<file path="src/rtl/cnt_share_ctrl.sv">
// cnt_share_ctrl
//   Shares one bounded up-counter between two requesters. Arbitration is
//   round-robin. Each grant runs one count sequence from LO to HI, pulses
//   done, and then releases the counter. If the owner drops its request
//   during the sequence, the run is aborted and aborted pulses instead.
//
//   Optional build macro: CNT_RUN_STATS_EN adds saturating per-requester
//   counters of completed sequences (runs0, runs1).
//
// Ports
//   clk      rising-edge clock
//   rst      synchronous reset, active-high
//   req      [1:0] level request per requester
//   pause    freezes counting while running
//   gnt      [1:0] one-hot grant, zero when not busy
//   owner    index of the granted requester (valid while busy)
//   busy     high while a sequence is running or completing
//   count    [WIDTH-1:0] counter value, LO when idle
//   done     one-cycle pulse on sequence completion
//   aborted  one-cycle pulse when the owner drops req mid-run
//   runs0/1  [7:0] completed-sequence counts (CNT_RUN_STATS_EN only)
//
// state  | meaning
// IDLE   | counter parked at LO, waiting for a request
// RUN    | owner granted, counting LO..HI (pause freezes)
// DONE   | one-cycle completion, count at HI, done high
module cnt_share_ctrl #(
  parameter int WIDTH = 4,
  parameter int LO    = 3,
  parameter int HI    = 12
) (
  input  logic             clk,
  input  logic             rst,
  input  logic [1:0]       req,
  input  logic             pause,
  output logic [1:0]       gnt,
  output logic             owner,
  output logic             busy,
  output logic [WIDTH-1:0] count,
  output logic             done,
  output logic             aborted
`ifdef CNT_RUN_STATS_EN
  ,
  output logic [7:0]       runs0,
  output logic [7:0]       runs1
`endif
);

  localparam logic [WIDTH-1:0] LO_V = WIDTH'(LO);
  localparam logic [WIDTH-1:0] HI_V = WIDTH'(HI);

  typedef enum logic [1:0] {
    S_IDLE,
    S_RUN,
    S_DONE
  } state_t;

  state_t state;
  logic   last_owner;
  logic   winner;

  // A lone request wins outright; when both requesters ask at once,
  // the one that did not hold the counter last time gets it.
  always_comb begin
    winner = ~last_owner;
    if (req == 2'b01) begin
      winner = 1'b0;
    end else if (req == 2'b10) begin
      winner = 1'b1;
    end
  end

  always_ff @(posedge clk) begin
    if (rst) begin
      state      <= S_IDLE;
      count      <= LO_V;
      gnt        <= 2'b00;
      owner      <= 1'b0;
      busy       <= 1'b0;
      done       <= 1'b0;
      aborted    <= 1'b0;
      last_owner <= 1'b1;
`ifdef CNT_RUN_STATS_EN
      runs0      <= 8'd0;
      runs1      <= 8'd0;
`endif
    end else begin
      done    <= 1'b0;
      aborted <= 1'b0;
      case (state)
        S_IDLE: begin
          count <= LO_V;
          if (req != 2'b00) begin
            state      <= S_RUN;
            gnt        <= winner ? 2'b10 : 2'b01;
            owner      <= winner;
            busy       <= 1'b1;
            last_owner <= winner;
          end
        end
        S_RUN: begin
          // Losing the owner's request outranks both pause and completion.
          if (!req[owner]) begin
            state   <= S_IDLE;
            count   <= LO_V;
            gnt     <= 2'b00;
            busy    <= 1'b0;
            aborted <= 1'b1;
          end else if (!pause) begin
            if (count == HI_V) begin
              state <= S_DONE;
              done  <= 1'b1;
`ifdef CNT_RUN_STATS_EN
              if (!owner && runs0 != 8'd255) begin
                runs0 <= runs0 + 8'd1;
              end
              if (owner && runs1 != 8'd255) begin
                runs1 <= runs1 + 8'd1;
              end
`endif
            end else begin
              count <= count + WIDTH'(1);
            end
          end
        end
        S_DONE: begin
          state <= S_IDLE;
          count <= LO_V;
          gnt   <= 2'b00;
          busy  <= 1'b0;
        end
        default: begin
          state <= S_IDLE;
          count <= LO_V;
          gnt   <= 2'b00;
          busy  <= 1'b0;
        end
      endcase
    end
  end

endmodule

</file>
<file path="config.mk">
export PLATFORM = sky130hd
export DESIGN_NAME = cnt_share_ctrl
export DESIGN_NICKNAME = d
export VERILOG_FILES = /design/src/rtl/cnt_share_ctrl.sv
export SDC_FILE = /design/constraint.sdc
export NUM_CORES = 1
export LEC_CHECK = 0
export CAP_MARGIN = 20
export CORE_AREA = 3 3 40 42
export DETAILED_ROUTE_END_ITERATION = 16
export DIE_AREA = 0 0 43 45
export PLACE_DENSITY = 0.77
export REMOVE_ABC_BUFFERS = 1
export SYNTH_ARGS = -nofsm -noshare
export SYNTH_HDL_FRONTEND = slang
export SYNTH_SLANG_ARGS = --single-unit
</file>
<file path="constraint.sdc">
create_clock -name clk -period 3.5 [get_ports clk]
set_input_delay 1.05 -clock clk [delete_from_list [all_inputs] [get_ports clk]]
set_output_delay 1.05 -clock clk [all_outputs]
set_load 0.02 [all_outputs]
</file>
==> summary.md, run 1 <==
| Metric | Value |
|---|---|
| Hold Path Sink | busy |
| Slew headroom | about 74% |
| Clock sink total | 13 |
| Synth-to-layout area growth | 32.5% |
| Slew @ Worst Pin | 0.384 ns |
| Synth Area per Inst | 9.26 um2 |
| First-pass GRT wire length | 1990 um |
| Total CTS buffers | 3 |
| Cell chain of the critical path | clkdlybuf4s50_1 |
| # nets final | 88 |
| GP Congestion | 0.810 |
| Async set or reset register ratio after synthesis | 0% |
| Postcts setup bufs | 0 |
| Critical path type | register to output pin |
| Worst r2r src | count[0] |
| Pwr dens | 395 nW/um2 |
| Row Count | 13 |
| PortBufs | 14 |
| Antenna violations before repair | 0 |
| Hold path depth | 2 |
| Reg2reg path depth | 5 |
| Tmin final | 2.38 ns |
| Vias per inst | 5.35 |
| Share of layout cells above drive strength 1 | 8.75% |
| Post-synth EDFFs | 0 |
| DR WL/cell | about 12 um |
| R2r setup slk | 2.14 ns |
| Critical Path Source Type | register |
| Antenna cells | 0 |
| Max incr delay on CP | 0.64 ns |
| Vias in the first global route | 499 |
| Initial Util | 44.7% |
| Routed WL | around 1100 um |
| Iter 0 DRT Violations | 6 |
| Count of state elements after synthesis | 13 |
| Peak Freq | 420 MHz |
| Largest net degree at the start of global routing | 9 |
| CP delay by family, top | buffers and inverters |
| Worst Hold Class | register to register |
| DP HPWL | 853 um |
| Hold_buf cts | 0 |
| Post-CTS sizing | 0 |
| Slowest cell on crit path | clkdlybuf4s50_1 |
| Final period util | between 60 and 70% |
| DR pass1 iterations | 2 |
| Synth unique cells | 27 |
| Core Region | 1280 um2 |
| Crit path buf inv count | 1 |
| CP Max Fanout | 5 |
| Status | complete, no violations |
| GRT Total Usage | 13.6% |
| Root cell of the clock tree | clkbuf_4 |
| Gr ovfl total | 0 |
| Die Wd | 43 um |
| Yosys warning count | 0 |
| Max-Cap Viols | 0 |
| Final antenna-violating net count | 0 |
| H-tree depth | 1 |
| Synth Cell Area | 574 um2 |
| R2R Path End | count[0] |
| Leakage power | 0.320 nW |
| RSZ-0062 raised after global routing | false |
| Residual DRC | 0 |
| Number of top-level pins | 15 |
| Final setup vio count | 0 |
| Reg clk slew, reported paths | 0.08 ns |
| Tot Pwr | 0.301 mW |
| Most used flip-flop cell after synthesis | dfxtp_1 |
| Die Ht | 45 um |
| Sequential share of the synthesized area | 45.3% |
| Critical path required time | ~2.5 ns |
| Skew-Pair Late Insertion Delay | 0.27 ns |
| Worst Hold Launch | busy |
| Die ar. | approximately 1900 um2 |
| Clock Skew | 0.00137 ns |
| Maximum VDD drop | 0.241 mV |
| Clk buf depth | 2 |
| Via count | around 500 |
| Setup TNS | 0 ns |
| Cells after Synth | 62 |
| WP data arrival | 1.33 ns |
| TritonCTS clock tree | done |
| Fin. Hold Viols | 0 |
| Worst setup EP type | output pin |
| Slew Limit Fails | 0 |
[state kept, by name (all words and copies together) (netlist names)]
signal      cells
done            1
count           4
last_owner      1
state           2
aborted         1
owner           1
gnt             2
busy            1
[where the power goes]
part | switching (mW) | internal [mW] | total [mW] | leakage (nW)
registers | 0.00661 | 0.155 | 0.162 | 0.107
logic | 0.0242 | 0.0256 | 0.0498 | 0.196
clock network | 0.0466 | 0.0422 | 0.0888 | 0.0177
[metrics by stage]
| step | worst slack [ns] | util, % | std cells | cell area [um2] | hold WS (ns) |
|---|---|---|---|---|---|
| 4_1_cts | 1.10 | 59.2 | 95 | 761 | 0.469 |
| 5_1_grt | 1.01 | 59.2 | 95 | 761 | 0.502 |
| 3_3_place_gp | 1.02 | 57.1 | 91 | 733 | 0.438 |
| 2_1_floorplan | 1.55 | - | 62 | 574 | 0.463 |
| 6_report | 1.12 | 59.2 | 95 | 761 | 0.462 |
| 3_5_place_dp | 0.983 | 57.1 | 91 | 733 | 0.456 |
[final cells by class]
type	instances	area (um2)
Inverter	6	22.5
Fill cell	122	524
Clock buffer	3	22.5
Clock inverter	1	5.00
Multi-Input combinational cell	43	292
Timing Repair Buffer	14	140
Tap cell	15	18.8
Sequential cell	13	260
[cell usage in the layout (no fill, tap or decap), drive strengths merged, types with 2 or more instances in the layout]
cell,n
nor3,3
ha,2
a221o,2
nor2b,2
and3,4
nand2,6
clkdlybuf4s50,14
nand4b,2
dfxtp,13
inv,6
nor2,6
clkbuf,3
o21ai,2
[logic make-up (layout without fill, tap and decap cells)]
logic type,count (synthesis),in the layout,synth area share [%]
simple gates,28,28,28.1
flops,13,13,45.3
compound gates,11,11,14.2
buf+inv,6,24,3.92
fa+ha+maj,2,2,4.36
xor+xnor,1,1,1.53
mux,1,1,2.61
[synth_stat cells (2+ instances only)]
master | instances | area, um2
o21ai_0 | 2 | 10.0
inv_1 | 6 | 22.5
ha_1 | 2 | 25.0
and3_1 | 3 | 18.8
nand4b_1 | 2 | 17.5
nor3_1 | 3 | 15.0
dfxtp_1 | 13 | 260
nand2_1 | 6 | 22.5
nor2_1 | 5 | 18.8
a221o_1 | 2 | 20.0
nor2b_1 | 2 | 12.5
[routing by layer]
layer | vias up | wire, um | part of all wire [%] | track usage [%]
met5 | - | 0 | 0 | 0
li1 | 258 | - | - | -
met1 | 237 | 551 | 49 | 17.1
met2 | 13 | 528 | 47 | 21.0
met3 | 0 | 50 | 4.4 | 3.98
met4 | 0 | 0 | 0 | 7.23
[worst max path at each step]
| stage | depth (start not counted) | end | slack (ns) | startpoint |
|---|---|---|---|---|
| CTS | 1 | count[0] | 1.10 | count[0] |
| detailed placement | 4 | gnt[0] | 0.98 | req[0] |
| global route | 1 | count[2] | 1.01 | count[2] |
| global placement | 4 | gnt[1] | 1.02 | req[0] |
| floorplan | 3 | gnt[1] | 1.55 | req[0] |
| finish | 1 | count[0] | 1.12 | count[0] |
[worst register-to-register path, delay by kind of cell (launching register included)]
kind,cells,cell delay (ns)
XOR/XNOR,1,0.16
AND/OR/NAND/NOR,1,0.07
flip-flops,1,0.42
AO/OA/AOI/OAI,1,0.30
buffers and inverters,1,0.07
adder cells (fa/ha/maj),1,0.24
Power figures use the tool's default switching activity.
==> inputs of run 2 (changes only) <==
- CORE_AREA: 3 3 40 42 -> unset
- CORE_MARGIN: unset -> 3
- CORE_UTILIZATION: unset -> 40
- DIE_AREA: 0 0 43 45 -> unset
- PLACE_DENSITY: 0.77 -> 0.75
- clock period: 3.5 -> 2.1 ns (I/O delays scaled with it)
==> run 2 against run 1 <==
Clock power is 70% higher; cell count is 2.1% higher; register-to-register slack got worse by 1.4 ns; highest routed layer is now met4; final area is 1.8% higher; critical path type unchanged; largest power group unchanged; flip-flop and latch count unchanged.
==> summary.md, run 2 (synthesis gave the netlist of run 1 again) <==
| Metric | Value |
|---|---|
| Cell chain of the critical path | clkdlybuf4s50_1 (unchanged) |
| DP HPWL | 869 um (was 853 um) |
| Slowest cell on crit path | clkdlybuf4s50_1 (unchanged) |
| Vias in the first global route | 490 (was 499) |
| Number of top-level pins | 15 (unchanged) |
| Die ar. | 1930 um2 (was 1940 um2) |
| Clk buf depth | 2 (unchanged) |
| RSZ-0062 raised after global routing | false (unchanged) |
| Largest net degree at the start of global routing | 8 (was 9) |
| Final antenna-violating net count | 0 (unchanged) |
| Postcts setup bufs | 0 (unchanged) |
| Antenna cells | 0 (unchanged) |
| Final period util | 92.8% |
| Fillers | 123 (was 122) |
| Tmin final | 1.95 ns |
| Skew-Pair Late Insertion Delay | 0.27 ns (about the same) |
| Placed inst area | 748 um2 (was 733 um2) |
| Root cell of the clock tree | clkbuf_4 (unchanged) |
| Core Region | 1320 um2 (was 1280 um2) |
| CP delay by family, top | buffers and inverters (unchanged) |
| Total CTS buffers | 3 (unchanged) |
| Reg area | 260 um2 (unchanged) |
| Antenna violations before repair | 0 (unchanged) |
| Row Count | 13 (unchanged) |
| Initial Util | 43.6% (was 44.7%) |
| Slew Limit Fails | 0 (unchanged) |
| Status | complete, no violations (unchanged) |
| Vias per inst | 5.27 (was 5.35) |
| Slew headroom | 75.6% (was 74.2%) |
| Most common cell after layout, fill and taps aside | clkdlybuf4s50_1 (unchanged) |
| Critical path required time | 1.47 ns (was 2.45 ns) |
| Pwr dens | 656 nW/um2 (was 395 nW/um2) |
| Largest reg by FF count | count (unchanged) |
| Setup TNS | 0 ns (unchanged) |
| Die Wd | 43.9 um (was 43 um) |
| Post-CTS sizing | 0 (unchanged) |
| GP Congestion | 0.754 (was 0.810) |
| Leakage power | 0.327 nW (was 0.320 nW) |
| Design Area, Final | 774 um2 (was 761 um2) |
| Multi-input logic area | 292 um2 (unchanged) |
| GRT Total Usage | 14.2% (was 13.6%) |
| Critical path type | register to output pin (unchanged) |
| Die Ht | 43.9 um (was 45 um) |
| WP data arrival | 1.32 ns (was 1.33 ns) |
| Crit path buf inv count | 1 (unchanged) |
| CP Max Fanout | 5 (unchanged) |
| Maximum VDD drop | 0.310 mV (was 0.241 mV) |
| Routed WL | 1160 um (was 1130 um) |
| R2r setup slk | 0.73 ns (was 2.14 ns) |
| Commonest non-fill, non-tap cells in the layout | 14 x clkdlybuf4s50_1, 13 x dfxtp_1, 6 x inv_1, 6 x nand2_1, 5 x nor2_1 (unchanged) |
| TritonCTS clock tree | done (unchanged) |
| Top flop regs | count (4), gnt (2), state (2) (unchanged) |
| Share of layout cells above drive strength 1 | 9.76% (was 8.75%) |
| Hold_buf cts | 0 (unchanged) |
| First-pass GRT wire length | 2010 um (was 1990 um) |
| Critical Path Source Type | register (unchanged) |
| DR pass1 iterations | 4 (was 2) |
| Iter 0 DRT Violations | 8 (was 6) |
| Max reg flops | 4 (unchanged) |
| Clock Skew | 0.000905 ns (was 0.00137 ns) |
| Residual DRC | 0 (unchanged) |
| Synth-to-layout area growth | 34.9% (was 32.5%) |
| DR WL/cell | 12.0 um (was 11.9 um) |
| Max-Cap Viols | 0 (unchanged) |
| Peak Freq | 513 MHz |
| Fin. Hold Viols | 0 (unchanged) |
| # nets final | 90 (was 88) |
| Max incr delay on CP | 0.64 ns (about the same) |
| H-tree depth | 1 (unchanged) |
| Worst Hold Class | register to register (unchanged) |
| Slew @ Worst Pin | 0.363 ns (was 0.384 ns) |
| PortBufs | 14 (unchanged) |
| Clock sink total | 13 (unchanged) |
| Gr ovfl total | 0 (unchanged) |
| Via count | 511 (was 508) |
| Reg clk slew, reported paths | 0.08 ns (about the same) |
| Worst setup EP type | output pin (unchanged) |
| Final setup vio count | 0 (unchanged) |
-- run 2: cell count changes in the layout (fill, tap and decap cells not counted) --
cell,before,now
buf_4,0,2
clkbuf_1,0,1
clkinv_2,1,0
-- run 2: power by group --
group	total, mW	internal [mW]	switching, mW
Clock	0.151	0.0734	0.0775
Combinational	0.0865	0.0452	0.0413
Sequential	0.270	0.259	0.0111
Total	0.508	0.378	0.130
-- run 2: routing by layer --
layer,vias up,track usage [%],wire (um)
met4,0,7.23,9
met5,-,0,0
met2,13,21.5,545
met1,234,17.5,553
li1,262,-,-
met3,2,4.98,52
-- run 2: layout make-up --
type | count | share of cell area [%]
Tap cell | 15 | 2.42
Inverter | 6 | 2.91
Multi-Input combinational cell | 43 | 37.6
Timing Repair Buffer | 16 | 20.0
Sequential cell | 13 | 33.6
Clock buffer | 4 | 3.39
-- run 2: through the flow --
| step | std cells | hold WS [ns] | setup WS, ns | utilization, % | power, mW |
|---|---|---|---|---|---|
| after floorplan | 62 | 0.463 | 0.574 | - | 0.321 |
| after CTS | 97 | 0.447 | 0.137 | 58.8 | 0.514 |
| after detailed placement | 93 | 0.436 | 0.0951 | 56.8 | 0.363 |
| final | 97 | 0.442 | 0.151 | 58.8 | 0.508 |
| after global placement | 93 | 0.433 | 0.115 | 56.8 | 0.361 |
| after global routing | 97 | 0.494 | 0.0834 | 58.8 | 0.531 |
-- run 2: path summary, 6_finish.rpt --
| path | cells past startpoint | startpoint | end |
|---|---|---|---|
| min reg2reg | 2 | busy | busy |
| max | 1 | count[0] | count[0] |
| max reg2reg | 3 | owner | gnt[1] |
| min | 2 | busy | busy |
==> inputs of run 3 (changes only) <==
- CORE_MARGIN: 3 -> unset
==> run 3 against run 2 <==
Combinational power is 0.7% lower; sequential share of layout area did not move; die area is 17% lower; core utilization unchanged; sequential power hardly changed; global-route usage increased by 2.4 points; power is 0.19% higher; via count stayed put; final area unchanged; count of clock-buffer cells in the layout stayed put; flip-flop and latch count did not move; critical path depth unchanged.
==> summary.md, run 3 (synthesis gave the netlist of run 1 again) <==
| Metric | Value |
|---|---|
| H-tree depth | 1 (unchanged) |
| Clk buf depth | 2 (unchanged) |
| DR pass1 iterations | 4 (unchanged) |
| Most common cell after layout, fill and taps aside | clkdlybuf4s50_1 (unchanged) |
| WL met3 | 47 um (was 52 um) |
| Die ar. | 1590 um2 (was 1930 um2) |
| R2R Path End | gnt[0] (was gnt[1]) |
| Root cell of the clock tree | clkbuf_4 (unchanged) |
| Leakage power | 0.327 nW (unchanged) |
| Postcts setup bufs | 0 (unchanged) |
| Vias per inst | 5.27 (unchanged) |
| Commonest non-fill, non-tap cells in the layout | 14 x clkdlybuf4s50_1, 13 x dfxtp_1, 6 x inv_1, 6 x nand2_1, 5 x nor2_1 (unchanged) |
| DR WL/cell | 11.6 um (was 12.0 um) |
| Critical Path Source Type | register (unchanged) |
| PortBufs | 14 (unchanged) |
| Worst setup EP type | output pin (unchanged) |
| Routed WL | 1130 um (was 1160 um) |
| Skew-Pair Late Insertion Delay | 0.27 ns (about the same) |
| First-pass GRT wire length | 1620 um (was 2010 um) |
| Setup TNS | 0 ns (unchanged) |
| Die Wd | 39.9 um (was 43.9 um) |
| RSZ-0062 raised after global routing | false (unchanged) |
| # nets final | 90 (unchanged) |
| Pwr dens | 657 nW/um2 (was 656 nW/um2) |
| Cell chain of the critical path | clkdlybuf4s50_1 (unchanged) |
| Slew Limit Fails | 0 (unchanged) |
| Total CTS buffers | 3 (unchanged) |
| Final setup vio count | 0 (unchanged) |
| Die Ht | 39.9 um (was 43.9 um) |
| M1 wire length | 607 um (was 553 um) |
| Critical path required time | 1.47 ns (about the same) |
| Worst Hold Class | register to register (unchanged) |
| Slew headroom | 74.0% (was 75.6%) |
| WP data arrival | 1.32 ns (about the same) |
| CP Depth | 1 (unchanged) |
| Wire length on met2 | 459 um (was 545 um) |
| DP HPWL | 825 um (was 869 um) |
| Critical path type | register to output pin (unchanged) |
| Antenna cells | 0 (unchanged) |
| Clock Skew | 0.00591 ns (was 0.000905 ns) |
| Final period util | 92.9% (was 92.8%) |
| Iter 0 DRT Violations | 16 (was 8) |
| Status | complete, no violations (unchanged) |
| Slowest cell on crit path | clkdlybuf4s50_1 (unchanged) |
| Peak Freq | 513 MHz (about the same) |
| Gr ovfl total | 0 (unchanged) |
| Max incr delay on CP | 0.63 ns (was 0.64 ns) |
| Post-CTS sizing | 0 (unchanged) |
| Max-Cap Viols | 0 (unchanged) |
| R2r setup slk | 0.73 ns (about the same) |
| Reg clk slew, reported paths | 0.08 ns (about the same) |
| Reg2reg path depth | 3 (unchanged) |
| Synth-to-layout area growth | 34.9% (unchanged) |
| Tmin final | 1.95 ns (about the same) |
| Top flop regs | count (4), gnt (2), state (2) (unchanged) |
| Worst r2r src | owner (unchanged) |
| GP Congestion | 0.743 (was 0.754) |
| Row Count | 13 (unchanged) |
| Final antenna-violating net count | 0 (unchanged) |
| Largest net degree at the start of global routing | 8 (unchanged) |
| Highest metal used | met4 (unchanged) |
| Residual DRC | 0 (unchanged) |
| CP Max Fanout | 5 (unchanged) |
| Critical path origin | count[0] (unchanged) |
| TritonCTS clock tree | done (unchanged) |
| Number of top-level pins | 15 (unchanged) |
| Max reg flops | 4 (unchanged) |
| Design Area, Final | 774 um2 (unchanged) |
| Fin. Hold Viols | 0 (unchanged) |
| Initial Util | 43.6% (unchanged) |
| Core Region | 1320 um2 (unchanged) |
| CP delay by family, top | buffers and inverters (unchanged) |
| Maximum VDD drop | 0.276 mV (was 0.310 mV) |
| Vias in the first global route | 375 (was 490) |
| CP Capture Point | count[0] (unchanged) |
| GRT Total Usage | 16.5% (was 14.2%) |
| Largest reg by FF count | count (unchanged) |
| Clock sink total | 13 (unchanged) |
| Crit path buf inv count | 1 (unchanged) |
| Via count | 511 (unchanged) |
| Hold_buf cts | 0 (unchanged) |
| Placed inst area | 748 um2 (unchanged) |
| Antenna violations before repair | 0 (unchanged) |
| Share of layout cells above drive strength 1 | 9.76% (unchanged) |
| Slew @ Worst Pin | 0.386 ns (was 0.363 ns) |
[run 3: metal layers]
layer  GRT usage (%)  up-vias
met5               0        -
met4            12.9        0
met3            5.11        2
met2            21.0        9
met1            22.3      238
li1                -      262
[run 3: worst min-delay path by stage]
stage                  to        from  slack (ns)  cells after the start
2_1_floorplan  last_owner  last_owner        0.46                      2
3_3_place_gp         busy        busy        0.43                      2
3_5_place_dp         busy        busy        0.44                      2
4_1_cts              busy        busy        0.45                      2
5_1_grt              busy        busy        0.47                      2
6_report             busy        busy        0.44                      2
[run 3: layout make-up]
type                    count  area [um2]
clock buffers               4        26.3
repair buffers             16         155
multi-input cells          43         292
flip-flops and latches     13         260
inverters                   6        22.5
fillers                   123         543
well taps                  15        18.8
[run 3: power by group]
part / switching (mW) / internal (mW)
registers: 0.0114 / 0.259
clock network: 0.0788 / 0.0735
logic: 0.0406 / 0.0452
total: 0.131 / 0.378
[run 3: per-stage QoR]
| stage | cells | setup slack, ns | power, mW | util, % | hold WS [ns] |
|---|---|---|---|---|---|
| floorplan | 62 | 0.574 | 0.321 | - | 0.463 |
| global placement | 93 | 0.115 | 0.360 | 56.8 | 0.433 |
| detailed placement | 93 | 0.0833 | 0.362 | 56.8 | 0.437 |
| CTS | 97 | 0.137 | 0.514 | 58.8 | 0.448 |
| global route | 97 | 0.0807 | 0.538 | 58.8 | 0.470 |
| finish | 97 | 0.149 | 0.509 | 58.8 | 0.443 |
[run 3: tightest hold or removal path: cells and delay by family (launching register included)]
family / cells / cell delay [ns]
AO/OA/AOI/OAI: 1 / 0.05
buffers and inverters: 1 / 0.04
flip-flops: 1 / 0.31
